==> config.mk <==
export PLATFORM = sky130hd
export DESIGN_NAME = nrisc_ula_bist
export DESIGN_NICKNAME = d
export VERILOG_FILES = /design/src/rtl/nrisc_ula_bist.sv
export SDC_FILE = /design/constraint.sdc
export NUM_CORES = 1
export LEC_CHECK = 0
export CAP_MARGIN = 15
export CORE_MARGIN = 5
export CORE_UTILIZATION = 45
export DETAILED_ROUTE_END_ITERATION = 12
export PLACE_DENSITY = 0.65
export SYNTH_ARGS = -nofsm -noshare
export SYNTH_HDL_FRONTEND = slang
export SYNTH_SLANG_ARGS = --single-unit
==> constraint.sdc <==
create_clock -name clk -period 10.9 [get_ports clk]
set_input_delay 2.18 -clock clk [delete_from_list [all_inputs] [get_ports clk]]
set_output_delay 2.18 -clock clk [all_outputs]
set_load 0.1 [all_outputs]
==> src/rtl/nrisc_ula_bist.sv <==
// Built-in self test for the nRISC ULA: drives LFSR operands through ten fixed
// operations, compares each ULA result with an internal golden model, and reports the outcome.
module nrisc_ula_bist #(
  parameter int TAM        = 16,
  parameter int VEC_PER_OP = 16
) (
  input  logic           clk,
  input  logic           rst,
  input  logic           start,
  output logic [TAM-1:0] ULA_A,
  output logic [TAM-1:0] ULA_B,
  output logic [3:0]     ULA_ctrl,
  output logic           incdec,
  output logic           cmp2,
  input  logic [TAM-1:0] ULA_OUT,
  output logic           busy,
  output logic           done,
  output logic           pass,
  output logic [7:0]     err_count,
  output logic [3:0]     first_err_op
);

  localparam logic [TAM-1:0] SEED_A   = TAM'(16'hACE1);
  localparam logic [TAM-1:0] SEED_B   = TAM'(16'h1D0F);
  localparam logic [7:0]     LAST_VEC = 8'(VEC_PER_OP - 1);
  localparam logic [3:0]     LAST_OP  = 4'd9;

  typedef enum logic [1:0] {S_IDLE, S_ISSUE, S_CHECK, S_DONE} state_t;

  state_t         state_q;
  logic [TAM-1:0] lfsr_a_q, lfsr_b_q;
  logic [TAM-1:0] ula_a_q, ula_b_q, golden_q;
  logic [3:0]     ula_ctrl_q, op_idx_q, first_err_op_q;
  logic [7:0]     vec_cnt_q, err_count_q;
  logic           busy_q, done_q, pass_q;

  logic [TAM-1:0] lfsr_a_nx_s, lfsr_b_nx_s, load_a_s, load_b_s, golden_s;
  logic [3:0]     op_idx_d, load_ctrl_s, first_err_op_d;
  logic [7:0]     vec_cnt_d, err_count_d;
  logic           launch_s, mismatch_s, last_vec_s, final_vec_s;

  // Fibonacci LFSR, x^16+x^14+x^13+x^11+1, shifting toward the MSB.
  function automatic logic [TAM-1:0] lfsr_step(input logic [TAM-1:0] s);
    return {s[TAM-2:0], s[TAM-1] ^ s[TAM-3] ^ s[TAM-4] ^ s[TAM-6]};
  endfunction

  function automatic logic [3:0] op_code(input logic [3:0] idx);
    case (idx)
      4'd0:    return 4'b0000;
      4'd1:    return 4'b0001;
      4'd2:    return 4'b0010;
      4'd3:    return 4'b0011;
      4'd4:    return 4'b0100;
      4'd5:    return 4'b0101;
      4'd6:    return 4'b1101;
      4'd7:    return 4'b0110;
      4'd8:    return 4'b1110;
      4'd9:    return 4'b0111;
      default: return 4'b0000;
    endcase
  endfunction

  function automatic logic [TAM-1:0] golden(input logic [TAM-1:0] a, input logic [TAM-1:0] b,
                                            input logic [3:0] op);
    case (op)
      4'b0000: return a + b;
      4'b0001: return a - b;
      4'b0010: return a & b;
      4'b0011: return a | b;
      4'b0100: return a ^ b;
      4'b0101: return {1'b0, a[TAM-1:1]};
      4'b1101: return {a[0], a[TAM-1:1]};
      4'b0110: return {a[TAM-2:0], 1'b0};
      4'b1110: return {a[TAM-2:0], a[TAM-1]};
      4'b0111: return ~a;
      default: return '0;
    endcase
  endfunction

  // Sequencing, comparison and next-vector operand selection.
  always_comb begin
    lfsr_a_nx_s = lfsr_step(lfsr_a_q);
    lfsr_b_nx_s = lfsr_step(lfsr_b_q);
    launch_s    = start && ((state_q == S_IDLE) || (state_q == S_DONE));
    last_vec_s  = (vec_cnt_q == LAST_VEC);
    final_vec_s = last_vec_s && (op_idx_q == LAST_OP);
    mismatch_s  = (ULA_OUT != golden_q);

    if (last_vec_s) begin
      vec_cnt_d = 8'd0;
      op_idx_d  = op_idx_q + 4'd1;
    end else begin
      vec_cnt_d = vec_cnt_q + 8'd1;
      op_idx_d  = op_idx_q;
    end

    if (mismatch_s && (err_count_q != 8'hFF)) begin
      err_count_d = err_count_q + 8'd1;
    end else begin
      err_count_d = err_count_q;
    end

    if (mismatch_s && (err_count_q == 8'd0)) begin
      first_err_op_d = ula_ctrl_q;
    end else begin
      first_err_op_d = first_err_op_q;
    end

    // A launch restarts from the seeds; otherwise the next vector uses the advanced LFSRs.
    if (launch_s) begin
      load_a_s    = SEED_A;
      load_b_s    = SEED_B;
      load_ctrl_s = op_code(4'd0);
    end else begin
      load_a_s    = lfsr_a_nx_s;
      load_b_s    = lfsr_b_nx_s;
      load_ctrl_s = op_code(op_idx_d);
    end
    golden_s = golden(load_a_s, load_b_s, load_ctrl_s);
  end

  // Controller state, operand registers and result bookkeeping.
  always_ff @(posedge clk) begin
    if (!rst) begin
      state_q        <= S_IDLE;
      lfsr_a_q       <= SEED_A;
      lfsr_b_q       <= SEED_B;
      ula_a_q        <= '0;
      ula_b_q        <= '0;
      ula_ctrl_q     <= 4'd0;
      golden_q       <= '0;
      op_idx_q       <= 4'd0;
      vec_cnt_q      <= 8'd0;
      err_count_q    <= 8'd0;
      first_err_op_q <= 4'd0;
      busy_q         <= 1'b0;
      done_q         <= 1'b0;
      pass_q         <= 1'b0;
    end else if (launch_s) begin
      state_q        <= S_ISSUE;
      lfsr_a_q       <= SEED_A;
      lfsr_b_q       <= SEED_B;
      ula_a_q        <= load_a_s;
      ula_b_q        <= load_b_s;
      ula_ctrl_q     <= load_ctrl_s;
      golden_q       <= golden_s;
      op_idx_q       <= 4'd0;
      vec_cnt_q      <= 8'd0;
      err_count_q    <= 8'd0;
      first_err_op_q <= 4'd0;
      busy_q         <= 1'b1;
      done_q         <= 1'b0;
      pass_q         <= 1'b0;
    end else begin
      case (state_q)
        S_ISSUE: state_q <= S_CHECK;
        S_CHECK: begin
          err_count_q    <= err_count_d;
          first_err_op_q <= first_err_op_d;
          if (final_vec_s) begin
            state_q <= S_DONE;
            busy_q  <= 1'b0;
            done_q  <= 1'b1;
            pass_q  <= (err_count_d == 8'd0);
          end else begin
            state_q    <= S_ISSUE;
            lfsr_a_q   <= lfsr_a_nx_s;
            lfsr_b_q   <= lfsr_b_nx_s;
            ula_a_q    <= load_a_s;
            ula_b_q    <= load_b_s;
            ula_ctrl_q <= load_ctrl_s;
            golden_q   <= golden_s;
            vec_cnt_q  <= vec_cnt_d;
            op_idx_q   <= op_idx_d;
          end
        end
        S_IDLE:  state_q <= S_IDLE;
        S_DONE:  state_q <= S_DONE;
        default: state_q <= S_IDLE;
      endcase
    end
  end

  assign ULA_A        = ula_a_q;
  assign ULA_B        = ula_b_q;
  assign ULA_ctrl     = ula_ctrl_q;
  assign incdec       = 1'b0;
  assign cmp2         = 1'b0;
  assign busy         = busy_q;
  assign done         = done_q;
  assign pass         = pass_q;
  assign err_count    = err_count_q;
  assign first_err_op = first_err_op_q;

endmodule

==> metrics.md <==
| Metric | Value |
|---|---|
| Avg Cell Area, Syn | `a little under 8 sq um` |
| Most frequent cells in the layout | `nand2_1, dfxtp_1, a21oi_1, nor2_1, clkdlybuf4s50_1` |
| Inserted Clock Buffers | `17` |
| CTS Hold Bufs | `0` |
| Worst Path Arrival | `roughly 6.4 ns` |
| # resized after CTS | `0` |
| GPL Wtd Cong | `0.9335` |
| Setup TNS | `0 ns` |
| Cell Rows | `46` |
| RSZ-0062 raised after global routing | `false` |
| Synth warn | `0` |
| Max Cap Viol | `0` |
| Combinational share of power | `0.231` |
| Worst hold slack | `between 0.4 and 0.5 ns` |
| Sequential power share | `0.346` |
| Pins Over Slew Limit | `0` |
| DR iter-0 viols | `537` |
| Switching pwr | `0.4376 mW` |
| Setup Viol. Count Final | `0` |
| First-pass GRT wire length | `between 30000 and 40000 microns` |
| Setup crit end kind | `flip-flop` |
| ANT cells | `0` |
| Final instance area | `around 8800 sq um` |
| H-tree Lvls | `4` |
| Die X | `~140 microns` |
| 1st-pass router iterations | `5` |
| Yosys top cell area share | `0.3065` |
| Measured slew at the worst slew-check pin | `0.9899 ns` |
| Synthesized area | `approximately 7400 sq um` |
| Nets | `between 1000 and 1500` |
| Area contributors post-synth | `dfxtp_1, ha_1, nand2_1` |
| Post-CTS setup buffers | `0` |
| Height of the die | `~140 microns` |
| Fin. Hold Viols | `0` |
| Crit-path max cell delay | `0.45 ns` |
| CTS tree | `built` |
| Area leader, netlist | `dfxtp_1` |
| Async set-reset flop share out of synthesis | `0` |
| Core Region | `around 16000 sq um` |
| EDFF count, synth | `0` |
| Post-DP HPWL | `15660 microns` |
| Clock share of power | `0.423` |
| Initial antenna violation count | `0` |
| Largest net degree at the start of global routing | `68` |
| Worst hold path type | `flip-flop to flip-flop` |
| Clk Latency, worst-skew pair | `approximately 0.42 ns` |
| R2R cell count | `17` |
| Wirelength per Cell | `roughly 18 microns` |
| Required time worst endpoint | `11.23 ns` |
| DRT antenna net count | `0` |
| Final WL | `about 22000 microns` |
| Fin crit period | `roughly 6 ns` |
| Clock buffer depth | `2` |
| Tot GR Track Use | `0.2277` |
| Die ar. | `around 19000 sq um` |
| Root buffer cell | `clkbuf_16` |
| Pwr/cell area | `between 100 and 150 nW/um^2` |
| Switching part of the total power | `0.3334` |
| Worst-path maximum fanout | `39` |
| Final setup margin | `a little under 5 ns` |
| Peak Freq | `~0.17 GHz` |
| Clock sink count | `between 100 and 150` |
| Clk_skew | `a little over 0.008 ns` |
| Worst vdd ir | `0.1093 mV` |
| Hold Path Stages | `2` |
| Vias after detailed routing | `6930` |
| Synth cell types | `72` |
| Sequential element share of the synthesized area | `0.3065` |
| Vias/cell | `5.704` |
| Starting Density | `0.4612` |
| Final period util | `0.5525` |
| Clk slew on worst S/H paths | `0.06 ns` |
| Total gr overflow | `0` |
| Pre-CTS worst setup slack | `4.507 ns` |
| Cells after synthesis | `between 900 and 1000` |
| Synth Flop Type | `dfxtp_1` |
| Vias in the first global route | `roughly 6600` |
| Area grow syn2layout | `19.14%` |
| Post-route DRC | `0` |
| Status | `complete, no violations` |
| P_leak | `3.301 nW` |
| Commonest non-fill, non-tap cell in the layout | `nand2_1` |
| Register bit total from synthesis | `about 110` |
| Worst setup SP type | `input port` |
| Relative slew margins | `0.3380` |
| Area post-placement | `8199 sq um` |
| Crit path kind | `input port to flip-flop` |
| IO Count | `between 70 and 80` |
| Int Pwr | `between 0.8 and 0.9 mW` |
| Crit-path slowest cell | `clkdlybuf4s50_1` |
| Critical-path cell list | `clkdlybuf4s50_1, and2_1, buf_4, nor2_1, ha_1, nand3_1, nor3_1, nor2_1, xnor2_1, ha_1, a21o_1, a21o_1, a31oi_1, o21ai_0, o41ai_1, xnor2_1, nand2_1, a221oi_2` |
| Ratio of cells with drive above 1 in the final layout | `0.06406` |
| IO Port Bufs | `between 60 and 70` |
power groups by stage:
stage	Clock (mW)	Combinational (mW)	Sequential, mW
2_1_floorplan	0	0.170	0.519
3_5_place_dp	0	0.302	0.464
5_1_grt	0.583	0.330	0.457
6_report	0.555	0.303	0.455
4_1_cts	0.561	0.303	0.455
3_3_place_gp	0	0.301	0.464
final timing paths:
check / from / endpoint / slack [ns]
setup / recovery: start / golden_q[14] / 4.88
hold / removal: done / done / 0.45
setup reg to reg: vec_cnt_q[0] / golden_q[14] / 5.24
hold reg to reg: done / done / 0.45
final cells by class:
type,instances,area (sq um)
Timing Repair Buffer,78,758.2
Multi-Input combinational cell,728,4736
Fill cell,1555,7208
Clock inverter,14,156.4
Clock buffer,18,429.2
Inverter,48,180.2
Sequential cell,113,2262
Tap cell,216,270.3
cells in the mapped netlist (16+ instances only):
| cell type | number |
|---|---|
| nand3_1 | 18 |
| xor2_1 | 35 |
| nor2_1 | 93 |
| xnor2_1 | 35 |
| nor3_1 | 17 |
| a211oi_1 | 21 |
| dfxtp_1 | 113 |
| clkbuf_1 | 39 |
| inv_1 | 46 |
| o21ai_0 | 20 |
| a21oi_1 | 99 |
| nand2_1 | 150 |
| ha_1 | 58 |
| o32ai_1 | 16 |
routing by layer:
layer / global-route usage / part of all wire
met1: 0.2989 / 0.45
met2: 0.3631 / 0.46
met3: 0.05379 / 0.053
met4: 0.08892 / 0.032
met5: 0 / 0
kinds of logic (layout without fill, tap and decap cells):
| family | after synthesis | count (layout) | share of synthesized area |
|---|---|---|---|
| simple gates | 349 | 349 | 0.2135 |
| compound gates | 241 | 241 | 0.2296 |
| flops | 113 | 113 | 0.3065 |
| buf+inv | 103 | 158 | 0.05612 |
| xor+xnor | 70 | 70 | 0.08308 |
| fa+ha+maj | 59 | 59 | 0.1011 |
| mux | 7 | 7 | 0.009665 |
| other cells | 1 | 2 | 0.0005082 |
critical path, delay by kind of cell:
family          cells  cell delay [ns]
buf+inv             2             0.70
xor+xnor            2             0.32
fa+ha+maj           2             0.60
simple gates        6             1.17
compound gates      6             1.38
stage by stage:
| stage | utilization | cells | power, mW |
|---|---|---|---|
| 2_1_floorplan | - | 944 | 0.6885 |
| 3_3_place_gp | 0.5124 | 1182 | 0.7650 |
| 3_5_place_dp | 0.5124 | 1182 | 0.7654 |
| 4_1_cts | 0.5490 | 1214 | 1.319 |
| 5_1_grt | 0.5495 | 1215 | 1.370 |
| 6_report | 0.5495 | 1215 | 1.313 |
registers in the layout, indices dropped and copies added, names as in the netlist, 2 cells and up:
name	count
lfsr_b_q	16
ULA_B	16
ULA_A	16
vec_cnt_q	8
op_idx_q	4
lfsr_a_q	16
first_err_op	4
err_count	8
state_q	2
golden_q	16
ULA_ctrl	4
No activity file was read; power rests on OpenSTA's default activity.
